### src/rtl/param_seq_detector.sv
// Programmable serial pattern detector with overlapping/non-overlapping matching,
// a saturating match counter and a sticky match flag.
module param_seq_detector #(
    parameter  int PAT_W = 8,
    parameter  int CNT_W = 16,
    localparam int LEN_W = $clog2(PAT_W + 1)
) (
    input  logic             clk,
    input  logic             rst,
    input  logic             en,
    input  logic             in_valid,
    input  logic             in_bit,
    input  logic [PAT_W-1:0] cfg_pattern,
    input  logic [LEN_W-1:0] cfg_len,
    input  logic             cfg_overlap,
    input  logic             clr,
    output logic             match,
    output logic [CNT_W-1:0] match_cnt,
    output logic             match_seen,
    output logic             armed,
    output logic             cfg_err
);

    localparam logic [1:0] IDLE  = 2'd0;
    localparam logic [1:0] FILL  = 2'd1;
    localparam logic [1:0] ARMED = 2'd2;

    localparam logic [LEN_W-1:0] LEN_MAX = LEN_W'(PAT_W);

    logic [1:0]       state_q, state_d;
    logic [PAT_W-1:0] hist_q, hist_d;
    logic [LEN_W-1:0] fill_q, fill_d;
    logic [PAT_W-1:0] pat_q, pat_d;
    logic [LEN_W-1:0] len_q, len_d;
    logic             ovl_q, ovl_d;
    logic             err_q, err_d;
    logic             match_q, match_d;
    logic [CNT_W-1:0] cnt_q, cnt_d;
    logic             seen_q, seen_d;

    logic [PAT_W-1:0] hist_sh;
    logic [PAT_W-1:0] mask;
    logic [LEN_W-1:0] fill_inc;
    logic             eq;
    logic             hit;

    always_comb begin
        hist_sh  = {hist_q[PAT_W-2:0], in_bit};
        fill_inc = (fill_q == LEN_MAX) ? fill_q : fill_q + 1'b1;
        mask     = '0;
        for (int i = 0; i < PAT_W; i++) mask[i] = (i < int'(len_q));
        eq       = ((hist_sh ^ pat_q) & mask) == '0;
    end

    always_comb begin
        state_d = state_q;
        hist_d  = hist_q;
        fill_d  = fill_q;
        pat_d   = pat_q;
        len_d   = len_q;
        ovl_d   = ovl_q;
        err_d   = err_q;
        hit     = 1'b0;
        if (!en) begin
            state_d = IDLE;
            hist_d  = '0;
            fill_d  = '0;
            err_d   = 1'b0;
        end else begin
            case (state_q)
                IDLE: begin
                    state_d = FILL;
                    pat_d   = cfg_pattern;
                    len_d   = cfg_len;
                    ovl_d   = cfg_overlap;
                    err_d   = (cfg_len == '0) || (cfg_len > LEN_MAX);
                    hist_d  = '0;
                    fill_d  = '0;
                end
                FILL: if (in_valid) begin
                    hist_d = hist_sh;
                    fill_d = fill_inc;
                    // The beat that completes the fill is already a compare beat.
                    if (!err_q && fill_inc == len_q) begin
                        hit = eq;
                        if (eq && !ovl_q) begin
                            hist_d = '0;
                            fill_d = '0;
                        end else begin
                            state_d = ARMED;
                        end
                    end
                end
                ARMED: if (in_valid) begin
                    hist_d = hist_sh;
                    hit    = eq;
                    if (eq && !ovl_q) begin
                        hist_d  = '0;
                        fill_d  = '0;
                        state_d = FILL;
                    end
                end
                default: state_d = IDLE;
            endcase
        end
    end

    always_comb begin
        match_d = hit;
        cnt_d   = cnt_q;
        seen_d  = seen_q | hit;
        if (hit && cnt_q != '1) cnt_d = cnt_q + 1'b1;
        // clr takes priority over a coincident match.
        if (clr) begin
            cnt_d  = '0;
            seen_d = 1'b0;
        end
    end

    always_ff @(posedge clk or posedge rst) begin
        if (rst) begin
            state_q <= IDLE;
            hist_q  <= '0;
            fill_q  <= '0;
            pat_q   <= '0;
            len_q   <= '0;
            ovl_q   <= 1'b0;
            err_q   <= 1'b0;
            match_q <= 1'b0;
            cnt_q   <= '0;
            seen_q  <= 1'b0;
        end else begin
            state_q <= state_d;
            hist_q  <= hist_d;
            fill_q  <= fill_d;
            pat_q   <= pat_d;
            len_q   <= len_d;
            ovl_q   <= ovl_d;
            err_q   <= err_d;
            match_q <= match_d;
            cnt_q   <= cnt_d;
            seen_q  <= seen_d;
        end
    end

    assign match      = match_q;
    assign match_cnt  = cnt_q;
    assign match_seen = seen_q;
    assign armed      = (state_q == ARMED);
    assign cfg_err    = err_q;

endmodule

### config.mk
export PLATFORM = sky130hd
export DESIGN_NAME = param_seq_detector
export DESIGN_NICKNAME = d
export VERILOG_FILES = /design/src/rtl/param_seq_detector.sv
export SDC_FILE = /design/constraint.sdc
export NUM_CORES = 1
export LEC_CHECK = 0
export CORE_MARGIN = 1.5
export CORE_UTILIZATION = 53
export CTS_CLUSTER_DIAMETER = 60
export CTS_CLUSTER_SIZE = 12
export DETAILED_ROUTE_END_ITERATION = 10
export PLACE_DENSITY = 0.79
export SKIP_CTS_REPAIR_TIMING = 1
export SLEW_MARGIN = 20
export SYNTH_ARGS = -nofsm -noshare
export SYNTH_HDL_FRONTEND = slang
export SYNTH_SLANG_ARGS = --single-unit
### constraint.sdc
create_clock -name clk -period 3.1 [get_ports clk]
set_clock_uncertainty 0.2 [all_clocks]
set_input_delay 0.465 -clock clk [delete_from_list [all_inputs] [get_ports clk]]
set_output_delay 0.465 -clock clk [all_outputs]
set_load 0.05 [all_outputs]
==> impl_metrics.toml, run 1 <==
[synthesis]
synth_compound_area_share_pct = 14.9
synthAdderAreaFrac_pct = 3.59
yosysUniqueCellTypes = 46
synth-xor-area-share_pct = 6.45
mappedNetlistArea_sq_um = 2440
synth.avg_cell_area_sq_um = 10.6
synth-edff-count = 0
synth_seq_cells = 45
synth_top_family_by_area = "simple AND/OR/NAND/NOR gates"
synthCells = 230
synth-async-reset-ratio_pct = 100
synthFlopType = "dfrtp_1"
synthSimpleGateAreaFrac_pct = 17.0
yosys_warnings = 0
synthMuxAreaShare_pct = 9.02
synth_fp_nets = 256
yosysSeqAreaShare_pct = 46.1

[sta]
fin_setup_tns_ns = 0
period_minus_slack_ns = 2.92
max_freq_ghz = 0.342
relSlewSlack_pct = 49.9
setup_viol = 0
worstMarginPinSlew_ns = 0.746
slew_violations = 0
min_period_over_period_pct = 94.2
rsz0062_at_grt = "false"
hold_viol_final = 0

[routing]
initialDrtViolationCount = 137
drcViolationCount = 0
highest_layer = "met4"
antenna_left = 0
totalWireLength_mm = 4.92
met2_length_mm = 2.59
routed_via_density = 5.86
drt_pass1_iterations = 4
met3_length_um = 205
vias = 1915
wl_per_cell_um = 15.0
wl_met1_mm = 2.06

[floorplan]
ioPinCount = 39
start_util_pct = 55.7
dieArea_sq_um = 5020
std_cell_rows = 24
core_area_sq_um = 4380
die_w_um = 70.9
die_y_um = 70.9

[finish]
final_nets = 301
utilization_pct = 68.4
fillers = 369
fin_cells = 327
diodes = 0
synthToLayoutAreaGrowth_pct = 22.8
layout-drive-gt1-share_pct = 14.2

[clocking]
cts_tree = "built"
clk_pin_slew_ns = 0.09
insertion_delay_ns = 0.30
cts.path.max_buffers = 2
cts_made_buffers = 5
ctsHtreeMaxLevel = 2
cts_root_buffer = "clkbuf_8"
clkSinkCount = 45

[critical_path]
required_ns = 3.10
cp-end-kind = "flip-flop"
cp_max_fo = 13
cp_slowest_cell = "or4_4"
worstPathCellList = "inv_1, ha_1, xor2_1, or4_4, o21bai_4, nand3_2, nor4_1, mux2_2"
cp-start-kind = "flip-flop"
cpPeakStageDelay_ns = 0.52
crit_arrival_ns = 2.92
crit_type = "flip-flop to flip-flop"

[job]
drv_cap = 0

[power]
p_leak_nw = 1.26
totalPowerFinal_mw = 2.01
vdd_drop_max_uv = 425
p_per_area_nw_per_um2 = 672

[grt]
grt_overflow = 0
antenna_found_initial = 0
grt_pass1_vias = 1873
grt_max_degree = 26
grtUsageTotal_pct = 20.9
grt_pass1_wl_mm = 8.36

[placed_design]
gp_congestion = 0.832
dp_hpwl_mm = 3.57
portBuffers = 38
dp.cells = 320

[min_path]
worstHoldPathType = "primary input to asynchronous set/reset pin"

[outcome]
status = "finished, final reports clean"
==> layer usage <==
metal / up-vias / track usage, %
met5: - / 0
met4: 0 / 6.29
met3: 9 / 4.42
met2: 47 / 37.1
met1: 926 / 25.6
li1: 933 / -
==> final timing paths <==
path,from,to,slack [ns],cells after the start
min,rst,state_q[1],0.30,2
max in group asynchronous,rst,pat_q[4],1.67,3
max reg2reg,fill_q[0],match_cnt[11],0.18,8
min reg2reg,match_seen,match_seen,0.32,2
max,fill_q[0],match_cnt[11],0.18,8
min in group clk,match_seen,match_seen,0.32,2
==> power by group <==
group / total (mW) / internal (mW) / switching [mW]
clock network: 0.374 / 0.176 / 0.198
logic: 0.827 / 0.382 / 0.445
registers: 0.814 / 0.705 / 0.109
total: 2.01 / 1.26 / 0.752
==> flip-flops by register name (all words and copies together) (netlist names) <==
name	cells
match_cnt	16
pat_q	8
hist_q	7
fill_q	4
len_q	4
state_q	2
cfg_err	1
match	1
match_seen	1
ovl_q	1
==> through the flow <==
step / setup slack (ns) / instance area, sq um / hold WS [ns]
2_1_floorplan: 0.245 / 2440 / 0.293
3_3_place_gp: 0.251 / 2900 / 0.312
3_5_place_dp: 0.165 / 2900 / 0.314
4_1_cts: 0.151 / 2990 / 0.325
5_1_grt: 0.0247 / 3000 / 0.350
6_report: 0.180 / 3000 / 0.304
==> final cells by class <==
type,instances,area [sq um],area share [%]
Tap cell,52,65.1,2.17
Clock buffer,6,82.6,2.75
Clock inverter,1,7.51,0.250
Sequential cell,45,1130,37.5
Inverter,11,41.3,1.38
Multi-Input combinational cell,168,1250,41.7
Timing Repair Buffer,44,425,14.2
==> cell usage after synthesis, types with 5 or more instances <==
cell type	instances	area share, %
a21oi_1	15	3.1
a22o_1	7	2.5
dfrtp_1	45	46
ha_1	7	3.6
inv_1	11	1.7
mux2_2	16	7.4
nand2_1	17	2.6
nand3_1	8	1.6
nor2_1	12	1.8
nor4_1	5	1.3
o21ai_0	7	1.4
o31ai_1	7	2.2
or4_1	8	2.5
xnor2_1	6	2.2
xor2_1	12	4.3
==> layout by cell type, fill, tap and decap left out, types with 8 or more instances in the layout <==
master           instances
nand2_1                 17
a21oi_1                 15
xor2_1                  12
mux2_2                  16
nor2_1                  12
dfrtp_1                 45
inv_1                   10
or4_1                    8
clkdlybuf4s50_1         38
nand3_1                  8
==> critical path, delay by kind of cell, from the launching register on <==
family | cells | cell delay [ns]
adders and majority gates | 1 | 0.33
xor gates and xnor gates | 1 | 0.15
AOI/OAI and AO/OA | 1 | 0.18
and+or+nand+nor | 3 | 1.08
DFF | 1 | 0.41
buffers and inverters | 1 | 0.10
muxes | 1 | 0.37
==> cell families (layout without fill, tap and decap cells) <==
group           after synthesis  in the layout
buf+inv                      17             62
flops                        45             45
xor+xnor                     18             18
mux                          20             20
simple gates                 73             73
compound gates               50             50
fa+ha+maj                     7              7
No activity file was read; power rests on OpenSTA's default activity.
==> run 2: changes to the inputs <==
- SKIP_LAST_GASP: not set -> 1
==> results of run 2 <==
Final layout, timing and power as in run 1 (identical DEF).
